--- config.mk ---
export PLATFORM = sky130hd
export DESIGN_NAME = seq_alu
export DESIGN_NICKNAME = d
export VERILOG_FILES = /design/src/rtl/seq_alu.sv
export SDC_FILE = /design/constraint.sdc
export NUM_CORES = 1
export LEC_CHECK = 0
export ABC_AREA = 1
export CORE_MARGIN = 2
export CORE_UTILIZATION = 50
export CTS_BUF_LIST = sky130_fd_sc_hd__clkbuf_16
export CTS_CLUSTER_DIAMETER = 80
export DETAILED_ROUTE_END_ITERATION = 16
export GPL_TIMING_DRIVEN = 1
export HOLD_SLACK_MARGIN = 0.05
export PLACE_DENSITY = 0.76
export SLEW_MARGIN = 20
export SYNTH_ARGS = -nofsm -noshare
export SYNTH_HDL_FRONTEND = slang
export SYNTH_SLANG_ARGS = --single-unit
--- constraint.sdc ---
create_clock -name CLK -period 1.76 [get_ports CLK]
set_input_delay 0.264 -clock CLK [delete_from_list [all_inputs] [get_ports CLK]]
set_output_delay 0.264 -clock CLK [all_outputs]
set_load 0.01 [all_outputs]
--- src/rtl/seq_alu.sv ---
// seq_alu: handshaked multi-cycle ALU (fwd/add/and/or, iterative shifts/rotate) with ZERO/CARRY flags
//   CLK, RESET (async, active-low)
//   IN_VALID/IN_READY, SELECT[2:0], DATA1, DATA2 : request side, amount in DATA2[SHW-1:0]
//   OUT_VALID/OUT_READY, RESULT, ZERO, CARRY     : registered result side
module seq_alu #(
    parameter int WIDTH = 8,
    parameter int SHW = $clog2(WIDTH) + 1
) (
    input  logic             CLK,
    input  logic             RESET,
    input  logic             IN_VALID,
    output logic             IN_READY,
    input  logic [2:0]       SELECT,
    input  logic [WIDTH-1:0] DATA1,
    input  logic [WIDTH-1:0] DATA2,
    output logic             OUT_VALID,
    input  logic             OUT_READY,
    output logic [WIDTH-1:0] RESULT,
    output logic             ZERO,
    output logic             CARRY
);
    typedef enum logic [1:0] {IDLE, SHIFT, DONE} state_t;
    localparam logic [SHW-1:0] W = SHW'(WIDTH);
    state_t state;
    logic [1:0] op;
    logic [SHW-1:0] cnt, n, c;
    logic [WIDTH:0] sum;
    logic [WIDTH-1:0] base, step;
    logic step_c;
    assign n = DATA2[SHW-1:0];
    assign c = SELECT[1:0] == 2'd3 ? n % W : (n > W ? W : n);
    assign sum = {1'b0, DATA1} + {1'b0, DATA2};
    assign base = SELECT[2] ? DATA1 :
                  SELECT[1:0] == 2'd0 ? DATA2 :
                  SELECT[1:0] == 2'd1 ? sum[WIDTH-1:0] :
                  SELECT[1:0] == 2'd2 ? DATA1 & DATA2 : DATA1 | DATA2;
    // one-bit step of the captured shift/rotate op applied to the running result
    assign step = op == 2'd0 ? {RESULT[WIDTH-2:0], 1'b0} :
                  op == 2'd1 ? {1'b0, RESULT[WIDTH-1:1]} :
                  op == 2'd2 ? {RESULT[WIDTH-1], RESULT[WIDTH-1:1]} :
                               {RESULT[0], RESULT[WIDTH-1:1]};
    assign step_c = op == 2'd0 ? RESULT[WIDTH-1] : RESULT[0];
    always_ff @(posedge CLK or negedge RESET) begin
        if (!RESET) begin
            state     <= IDLE;
            op        <= '0;
            cnt       <= '0;
            RESULT    <= '0;
            ZERO      <= 1'b1;
            CARRY     <= 1'b0;
            IN_READY  <= 1'b1;
            OUT_VALID <= 1'b0;
        end else begin
            case (state)
                IDLE: if (IN_VALID) begin
                    op        <= SELECT[1:0];
                    cnt       <= SELECT[2] ? c : '0;
                    RESULT    <= base;
                    ZERO      <= base == '0;
                    CARRY     <= SELECT == 3'd1 && sum[WIDTH];
                    IN_READY  <= 1'b0;
                    OUT_VALID <= !(SELECT[2] && c != '0);
                    state     <= SELECT[2] && c != '0 ? SHIFT : DONE;
                end
                SHIFT: begin
                    RESULT <= step;
                    ZERO   <= step == '0;
                    CARRY  <= step_c;
                    cnt    <= cnt - 1'b1;
                    if (cnt == SHW'(1)) begin
                        OUT_VALID <= 1'b1;
                        state     <= DONE;
                    end
                end
                DONE: if (OUT_READY) begin
                    OUT_VALID <= 1'b0;
                    IN_READY  <= 1'b1;
                    state     <= IDLE;
                end
                default: state <= IDLE;
            endcase
        end
    end
endmodule

Word-level counts from Yosys, hierarchy flattened. Cells that the tools add are included.

$add $sub $neg: 2. $lt $le $gt $ge: 1. Equality and inequality tests: 12. Muxes and demuxes: 31. Bitwise logic cells: 2. Reduce and logical (&&, ||, !) cells: 17.

Operator list (count): $mux W8 (8); $logic_not A8 Y1 (2); $mux W4 (4); $pmux W8 S2 (1); $add A8 B8 Y9 (1); $and A8 B8 Y8 (1); $eq A2 B2 Y1 const B (4); $mux W1 (8); $mux W2 (4); $or A8 B8 Y8 (1); $pmux W4 S2 (1); $eq A2 B1 Y1 const B (3); $logic_not A2 Y1 (3); $ne A2 B2 Y1 const B (3); $pmux W1 S2 (3); $pmux W2 S3 (1); $reduce_and A3 Y1 (2); $eq A4 B1 Y1 const B (1); $gt A4 B4 Y1 const B (1); $reduce_and A2 Y1 (2); $reduce_and A4 Y1 (1); $reduce_bool A2 Y1 (2); $reduce_bool A4 Y1 (1); $sub A4 B1 Y4 const B (1); other kinds (5) (6).

Register bits: 20. Bits of input ports: 23. Output and inout port bits: 12.

Longest topological paths before layout. Gate-level depths: netlist (run 1).

Word-level depth: 8. Mapped depth: 14. Gate-level depth less buffers: 14.

Worst setup path after synthesis (run 1). Ideal clock, no wire load.

Kind: in2reg. Start: input port DATA1[0]. End: register ZERO. Data arrival time: 1680 ps. Slack: 12 ps. Stages on the path: 13. Buffers on the path: 0. Path through: ha_1 -> fa_1 -> nand2_1 -> nand2_1 -> nand2_1 -> nand2_1 -> nand3_1 -> nand2_1 -> a21boi_4 -> nand2_1 -> nor2_1 -> nand3_1 -> a21oi_2.

Cells in the longest elaborated chain, start to end: 8. Elaborated cells on any way between the ends: 10.

RTL lines: start: declaration (line 14) `input logic [WIDTH-1:0] DATA1,`; parallel branches: the longest is 4 deep, another holds $add A8 B8 Y9; $mux W8 * (line 33) `assign base = SELECT[2] ? DATA1 :`; $logic_not A8 Y1 * (line 59) `ZERO <= base == '0;`; $mux W1 * (line 55) `IDLE: if (IN_VALID) begin`; $pmux W1 S2 * (line 54) `case (state)`; end signal: assignment (line 49) `ZERO <= 1'b1;`; end signal: assignment (line 59); end signal: assignment (line 67) `ZERO <= step == '0;`; end: declaration (line 19) `output logic ZERO,`.

Every way passes the cells marked *. The select of a mux whose other input is x is not followed. A chain may end at the register's enable or synchronous reset.

Worst setup path after layout (run 1).
Start: input port DATA2[2]. End: register ZERO.

Cells in the longest elaborated chain, start to end: 8. Elaborated cells on any way between the ends: 10.

RTL lines: start: declaration (line 15) `input logic [WIDTH-1:0] DATA2,`; parallel branches: the longest is 3 deep, another holds $add A8 B8 Y9; $mux W8 * (line 34) `SELECT[1:0] == 2'd0 ? DATA2 :`; $mux W8 * (line 33); $logic_not A8 Y1 * (line 59); $mux W1 * (line 55); $pmux W1 S2 * (line 54).

Marks and branches as above.

==> results of run 1 <==
## flip-flops by register name (all words and copies together) (netlist names)
name       flops
RESULT         8
cnt            4
op             2
state          2
CARRY          1
IN_READY       1
OUT_VALID      1
ZERO           1
## where the power goes
group          total [W]  switching, W  internal [W]
Combinational    0.00199       0.00110      0.000897
Clock           0.000465      0.000165      0.000300
Sequential      0.000858      0.000161      0.000697
Total            0.00332       0.00142       0.00189
## repair_timing
| action | 4_1_cts | 5_1_grt |
|---|---|---|
| pin swaps | 10 | 10 |
| buffers inserted | 2 | 1 |
| resized for setup | 49 | 29 |
| setup endpoints to repair | 9 | 14 |
## per-layer routing
metal / vias up / track usage (%) / share of wire [%]
met5: - / 0 / 0
met2: 101 / 51.2 / 50
met3: 15 / 2.47 / 5.5
met1: 1118 / 34.5 / 42
met4: 0 / 6.50 / 2.0
li1: 1202 / - / -
## worst max path at each step
stage | start | to | slack [ns] | cells after the start
after CTS | SELECT[0] | ZERO | 0.02 | 14
final | DATA2[2] | ZERO | 0.03 | 12
after floorplan | DATA1[0] | ZERO | 0.01 | 13
after detailed placement | DATA1[0] | ZERO | -0.56 | 14
after global placement | DATA1[0] | ZERO | -0.52 | 14
after global routing | DATA1[2] | ZERO | -0.13 | 12
## worst register-to-register path, delay by kind of cell, from the launching register on
family	cells	cell delay, ns
AO/OA/AOI/OAI	2	0.27
AND/OR/NAND/NOR	5	0.43
flip-flops	1	0.37
adder cells (fa/ha/maj)	1	0.24
buffers and inverters	2	0.28
## cells in the final DEF (no fill, tap or decap), types with 3 or more instances in the layout
cell type        instances
o22ai_1                  6
buf_4                   53
nor2_2                   6
nor2_1                  13
a21oi_2                  4
dfrtp_1                 18
clkdlybuf4s50_1         18
o21ai_0                 37
nand2_2                  9
nand3_2                  5
clkbuf_16                3
clkbuf_2                 4
o21ai_2                  3
ha_1                    12
nand3_1                 18
a21oi_1                 13
ha_2                     3
inv_1                   39
inv_2                   17
dlygate4sd2_1           11
a31oi_1                  4
ha_4                     7
nand2_1                 70
o21ai_1                  5
## cell families (layout without fill, tap and decap cells)
kind of cell,count (synthesis),count (layout),share of synthesized area (%)
simple gates,129,129,26.3
flops,20,20,24.3
xor+xnor,1,1,0.423
buf+inv,64,149,12.8
compound gates,78,78,21.9
fa+ha+maj,23,23,14.3
## area by class of cell
type                       instances  area (um2)
clock buffer                       3        75.1
fill                             312         905
inverter                          56         210
multi-input combinational        231        1490
sequential                        20         503
tap                               50        62.6
timing repair buffer              90         758
## per-stage QoR
| stage | total power (W) | util (%) |
|---|---|---|
| 6_report | 0.00332 | 77.4 |
| 5_1_grt | 0.00359 | 77.4 |
| 4_1_cts | 0.00324 | 75.8 |
| 3_5_place_dp | 0.00273 | 71.0 |
| 3_3_place_gp | 0.00267 | 71.0 |
| 2_1_floorplan | 0.00197 | - |
==> impl_metrics.yaml, run 1 <==
logic_synthesis:
  postSynthAreaPerCell_um2: 6.57
  netlist_area_um2: 2070
  syn_nets: 361
  synth_edf_count: 0
  synth_top_area_cell: "dfrtp_1"
  synth_cell_type_count: 32
  yosys.area.top_type_share_pct: 21.8
  post-synth-top-count-cell: "nand2_1"
  ys.flop_type: "dfrtp_1"
  yosysSeqAreaShare_pct: 24.3
  synth_seq_cells: 20
  synth_cells: 315
  yosys-top-cells-count: "nand2_1 (78), inv_1 (53), o21ai_0 (38), ha_1 (22), nand3_1 (22)"
  synth_area_leaders: "dfrtp_1 (22%), nand2_1 (14%), ha_1 (13%)"
  yosys_warnings: 0
  async_flop_share_pct: 100
setup_path:
  worstSetupPathType: "input pin to flop"
  crit_path_start_kind: "input pin"
  worstRegToRegCells: 10
  worstSetupEndpointType: "flop"
  crit_family: "compound AO/OA/AOI/OAI gates"
  cp_max_fo: 4
  cp.buffers_inverters: 2
  worst_path_max_delay_cell: "dlygate4sd2_1"
  max_stage_delay_ns: 0.25
  timing.rr.end: "ZERO"
  r2r-start: "state[1]"
  cp.required_ns: 1.95
  rrSetupSlack_ns: 0.11
  cp_cell_sequence: "dlygate4sd2_1 > buf_4 > ha_2 > nor2_2 > nand2_2 > a21oi_1 > o21ai_0 > nand2_1 > o21ai_2 > nor2_1 > nand3_1 > a21oi_2"
  arrival_ns: 1.92
global_route:
  grt_first_pass_wirelength_mm: 9.94
  antenna_found_initial: 0
  grt_max_degree: 29
  first_global_vias: 2260
  grt-ovfl-total: 0
  grt_use_total_pct: 27.8
layout:
  num_antenna_cells: 0
  drive_gt1_share_pct: 31.5
  final_nets: 448
  final_cell_area_um2: 3100
  area_delta_synth_final_pct: 49.5
  stdcell_count: 450
sta:
  holdWs_ns: 0.360
  maxSlewViolCount: 0
  hold_viol: 0
  fin_crit_sh_pct: 98.4
  setup_viol: 0
  fin_crit_ns: 1.73
  timing.setup.tns_ns: 0
  worst_pin_slew_ns: 0.316
  max_freq_mhz: 577
  rsz0062_at_grt: "true"
  relSlewSlack_pct: 78.7
  finClkSkew_ns: 0.00416
  timing.final.ws_setup_ns: 0.0275
cts:
  clock-root-buffer: "clkbuf_16"
  postCtsHoldBufs: 0
  cts_tree: "built"
  cts_buffers: 3
  cts_htree_levels: 1
  cts_sinks: 20
  clockBufferDepth: 2
  path_clk_slew_ns: 0.06
  clock_latency_ns: 0.25
routing:
  drt_drc_violations_left: 0
  firstDrtPassIters: 5
  antenna_left: 0
  wl_per_cell_um: 14.0
  route.final.wire_length_mm: 6.28
  num_vias: 2436
  drt-vias-per-instance: 5.41
  drt_iter0_drc: 266
power_and_ir_drop:
  powerDensity_nw_per_um2: 1070
  power_leakage_nw: 1.57
  ir_drop_uv: 437
floorplanning:
  start_util_pct: 51.8
  dieHeight_um: 68.4
  core_area_um2: 4000
  ios: 35
  rows: 23
  die_area_um2: 4670
  die_w_um: 68.4
placement:
  dp_slack_ns: -0.564
  placed_area_um2: 2840
  place_inst: 444
  place.gp.congestion: 0.887
  io_buffers: 34
  hpwl_mm: 4.35
hold_path:
  hold_path.class: "input pin to async pin"
outcome:
  status: "complete, no violations"
job:
  cap_violations: 0
No activity file was read; power rests on OpenSTA's default activity.
==> inputs of run 2 (changes only) <==
Settings changed: CORE_UTILIZATION 50 to 45, CTS_BUF_LIST sky130_fd_sc_hd__clkbuf_16 to sky130_fd_sc_hd__clkbuf_4, PLACE_DENSITY 0.76 to 0.69.
==> impl_metrics.yaml, run 2 (synthesis gave the netlist of run 1 again) <==
setup_path:
  crit_path_start_kind: "input pin"
  worstSetupPathType: "input pin to flop"
  worstSetupEndpointType: "flop"
  arrival_ns: 1.98
  crit_top_cell: "nand2_1"
  cp_max_fo: 3
  crit_family: "simple AND/OR/NAND/NOR gates"
  cp.required_ns: 2.01
  cp_cell_sequence: "dlygate4sd2_1 > ha_2 > fa_2 > nand2_2 > nand2_2 > nand2_1 > nand2_1 > nand3_1 > nand2_1 > a21boi_4 > nand2_1 > nor2_1 > nand3_1 > a21oi_2"
  cp.buffers_inverters: 1
  worst_path_max_delay_cell: "fa_2"
  max_stage_delay_ns: 0.35
global_route:
  antenna_found_initial: 0
  grt_first_pass_wirelength_mm: 8.76
  grt-ovfl-total: 0
  grt_max_degree: 21
  grt_use_total_pct: 20.8
  first_global_vias: 2067
layout:
  layout_commonest_cell: "nand2_1"
  final_nets: 449
  largestRegisters: "RESULT (8), cnt (4)"
  largest_reg_flops: 8
  num_antenna_cells: 0
  final_cell_area_um2: 3020
  area_delta_synth_final_pct: 45.9
  layout_common_cells: "nand2_1 (72), buf_4 (56), inv_1 (41)"
  drive_gt1_share_pct: 28.1
  top_register: "RESULT"
cts:
  clockBufferDepth: 2
  path_clk_slew_ns: 0.12
  clock-root-buffer: "clkbuf_4"
  cts_tree: "built"
  clock_latency_ns: 0.30
  cts_htree_levels: 1
  cts_buffers: 3
  cts_sinks: 20
sta:
  rsz0062_at_grt: "true"
  timing.final.ws_setup_ns: 0.0282
  hold_viol: 0
  relSlewSlack_pct: 76.5
  worst_pin_slew_ns: 0.353
  fin_crit_ns: 1.73
  max_freq_mhz: 577
  finClkSkew_ns: 0.00709
  maxSlewViolCount: 0
  setup_viol: 0
  fin_crit_sh_pct: 98.4
placement:
  io_buffers: 34
  place.gp.congestion: 0.872
  placed_area_um2: 2860
  hpwl_mm: 4.26
  dp_slack_ns: -0.574
routing:
  route.final.wire_length_mm: 5.41
  drt_iter0_drc: 200
  drt-vias-per-instance: 5.08
  num_vias: 2305
  firstDrtPassIters: 4
  wl_per_cell_um: 11.9
  antenna_left: 0
  drt_drc_violations_left: 0
power_and_ir_drop:
  swShare_pct: 44.3
  ir_drop_uv: 422
  cell_internal_pwr_w: 0.00170
  power.switching_w: 0.00135
  clkPwrFrac_pct: 7.4
  power_leakage_nw: 1.58
  powerDensity_nw_per_um2: 1010
  comb_power_share_pct: 64.5
  p_total_w: 0.00306
  pwr-share-seq_pct: 28.1
floorplanning:
  dieHeight_um: 71.8
  start_util_pct: 47.2
  die_w_um: 71.8
  core_area_um2: 4380
  rows: 24
  die_area_um2: 5160
  ios: 35
outcome:
  status: "complete, no violations"
job:
  cap_violations: 0
hold_path:
  hold_path.class: "input pin to async pin"
-- run 2: final cells by class --
type                    count  area [um2]
clock inverters             1        3.75
flip-flops and latches     20         503
inverters                  56         210
repair buffers             91         781
well taps                  52        65.1
multi-input cells         231        1440
fillers                   383        1360
clock buffers               3        22.5
-- run 2: per-stage QoR --
stage | utilization, % | hold WS, ns | instances | TNS [ns]
floorplan | - | -0.0316 | 315 | 0
global placement | 65.3 | 0.493 | 450 | -4.08
CTS | 67.4 | 0.296 | 454 | -0.115
global route | 68.9 | 0.298 | 454 | -0.0685
finish | 68.9 | 0.283 | 454 | 0
detailed placement | 65.3 | 0.491 | 450 | -4.29
-- run 2: final timing paths --
path | cells past startpoint | slack [ns] | to | start
setup / recovery | 14 | 0.03 | ZERO | DATA2[0]
hold / removal | 2 | 0.28 | RESULT[6] | RESET
setup reg to reg | 7 | 0.14 | RESULT[2] | state[1]
hold reg to reg | 2 | 0.51 | IN_READY | IN_READY
max in group asynchronous | 2 | 1.20 | IN_READY | RESET
min in group CLK | 6 | 0.47 | cnt[1] | DATA2[1]
-- run 2: routing by layer --
layer	global-route usage (%)	up-vias	routed length, um
li1	-	1196	-
met2	36.8	56	2660
met5	0	-	0
met4	5.24	0	68
met3	1.55	8	174
met1	27.5	1045	2510
-- run 2: timing repair --
| action | 4_1_cts | 5_1_grt |
|---|---|---|
| pin swaps | 6 | 5 |
| hold buffers | 0 | 0 |
| buffers inserted | 0 | 0 |
| endpoints found under the setup margin | 11 | 11 |
| resized for setup | 28 | 28 |
-- run 2: power groups by stage --
stage | registers, W | clock network, W | logic [W]
after floorplan | 0.000898 | 0 | 0.00107
after global placement | 0.000863 | 0 | 0.00186
after detailed placement | 0.000866 | 0 | 0.00190
after CTS | 0.000856 | 0.000233 | 0.00193
after global routing | 0.000886 | 0.000252 | 0.00221
final | 0.000859 | 0.000227 | 0.00197
==> inputs of run 3 (changes only) <==
Clock period 1.76 ns to 1.7 ns, I/O delays scaled along.
==> impl_metrics.yaml, run 3 (synthesis gave the netlist of run 1 again) <==
layout:
  largestRegisters: "RESULT (8), cnt (4)"
  layout_common_cells: "nand2_1 (70), buf_4 (57), inv_1 (40)"
  stdcell_count: 455
  final_nets: 450
  layout_commonest_cell: "nand2_1"
  largest_reg_flops: 8
  top_register: "RESULT"
  num_antenna_cells: 0
  drive_gt1_share_pct: 32.0
  area_delta_synth_final_pct: 49.1
cts:
  cts_buffers: 3
  postCtsHoldBufs: 0
  path_clk_slew_ns: 0.12
  clock-root-buffer: "clkbuf_4"
  cts_htree_levels: 1
  clock_latency_ns: 0.30
  clockBufferDepth: 2
  cts_tree: "built"
  cts_sinks: 20
global_route:
  grt_max_degree: 29
  first_global_vias: 2297
  grt_use_total_pct: 23.6
  antenna_found_initial: 0
  grt_first_pass_wirelength_mm: 9.89
  grt-ovfl-total: 0
sta:
  max_freq_mhz: 612
  timing.final.ws_setup_ns: 0.0651
  maxSlewViolCount: 0
  finClkSkew_ns: 0.00709
  relSlewSlack_pct: 75.9
  fin_crit_ns: 1.63
  rsz0062_at_grt: "true"
  hold_viol: 0
  holdWs_ns: 0.290
  worst_pin_slew_ns: 0.360
  fin_crit_sh_pct: 96.2
  setup_viol: 0
setup_path:
  worstSetupPathType: "flop to output pin"
  cp.buffers_inverters: 1
  crit_path_start_kind: "flop"
  cp.required_ns: 1.44
  worst_path_max_delay_cell: "dfstp_2"
  cp_cell_sequence: "clkdlybuf4s50_1"
  cp_max_fo: 2
  r2r-start: "state[1]"
  max_stage_delay_ns: 0.56
  rrSetupSlack_ns: 0.13
  arrival_ns: 1.38
  timing.rr.end: "RESULT[3]"
  crit_family: "flip-flops"
  worstSetupEndpointType: "output pin"
  worstRegToRegCells: 7
placement:
  place.gp.congestion: 0.880
  io_buffers: 34
  place_inst: 448
  dp_slack_ns: -0.577
  hpwl_mm: 4.28
power_and_ir_drop:
  swShare_pct: 44.4
  power_leakage_nw: 1.55
  cell_internal_pwr_w: 0.00177
  clkPwrFrac_pct: 7.2
  power.switching_w: 0.00142
  ir_drop_uv: 370
  comb_power_share_pct: 65.0
  pwr-share-seq_pct: 27.8
  powerDensity_nw_per_um2: 1030
floorplanning:
  die_area_um2: 5160
  rows: 24
  start_util_pct: 47.2
  ios: 35
  dieHeight_um: 71.8
  die_w_um: 71.8
  core_area_um2: 4380
routing:
  firstDrtPassIters: 5
  drt_drc_violations_left: 0
  drt-vias-per-instance: 5.22
  route.final.wire_length_mm: 5.70
  wl_per_cell_um: 12.5
  num_vias: 2374
  antenna_left: 0
  drt_iter0_drc: 181
outcome:
  status: "complete, no violations"
hold_path:
  hold_path.class: "input pin to async pin"
job:
  cap_violations: 0
==> run 3: changes by cell type in the layout (fill, tap and decap cells not counted), moves of 3 or more <==
cell / change
dlymetal6s2s_1: -6
nand3_1: -3
nand3_2: +3
dlygate4sd2_1: +5
==> run 3: cell type report <==
cell class              instances  area (um2)
flip-flops and latches         20         503
well taps                      52        65.1
clock buffers                   3        22.5
clock inverters                 1        3.75
multi-input cells             231        1520
repair buffers                 92         762
inverters                      56         210
fillers                       391        1300
==> run 3: per-layer routing <==
| layer | wire length [um] | up-vias | GRT usage, % |
|---|---|---|---|
| li1 | - | 1207 | - |
| met1 | 2560 | 1092 | 30.7 |
| met2 | 2850 | 66 | 41.3 |
| met3 | 206 | 9 | 1.55 |
| met4 | 83 | 0 | 7.97 |
| met5 | 0 | - | 0 |
==> run 3: worst max-delay path by stage <==
stage / start / end / slack (ns) / cells after the start
final: ZERO / ZERO / 0.07 / 1
after global routing: DATA1[0] / ZERO / -0.03 / 14
after CTS: op[1] / ZERO / 0.003 / 7
after detailed placement: DATA1[0] / ZERO / -0.58 / 14
after global placement: DATA1[0] / ZERO / -0.57 / 14
after floorplan: DATA1[0] / ZERO / 0.002 / 13
==> run 3: metrics by stage <==
step	utilization, %	setup TNS (ns)	instance area [um2]	power [W]
after floorplan	-	0	2070	0.00204
after global placement	65.0	-4.46	2850	0.00282
after detailed placement	65.0	-4.61	2850	0.00284
after CTS	68.1	0	2980	0.00311
after global routing	70.4	-0.0443	3090	0.00353
final	70.4	0	3090	0.00319
==> run 3: power groups by stage <==
| stage | clock network (W) | registers [W] | logic (W) |
|---|---|---|---|
| after global routing | 0.000257 | 0.000922 | 0.00235 |
| final | 0.000231 | 0.000887 | 0.00208 |
| after detailed placement | 0 | 0.000899 | 0.00194 |
| after global placement | 0 | 0.000895 | 0.00192 |
| after CTS | 0.000237 | 0.000888 | 0.00199 |
| after floorplan | 0 | 0.000929 | 0.00111 |
==> run 3: timing repair <==
action	4_1_cts	5_1_grt
pin swaps	14	4
cloned	0	0
buffers inserted	1	2
setup endpoints to repair	9	14
endpoints found under the hold margin	0	0
resized for setup	56	23
==> run 3: worst reg2reg max path: stages, from the launching register on <==
cell and delay, ns:
dfrtp_1 0.42, inv_1 0.14, ha_4 0.18, clkinv_1 0.12, o21ai_2 0.18, buf_12 0.18, o21ai_0 0.10, o22ai_1 0.15
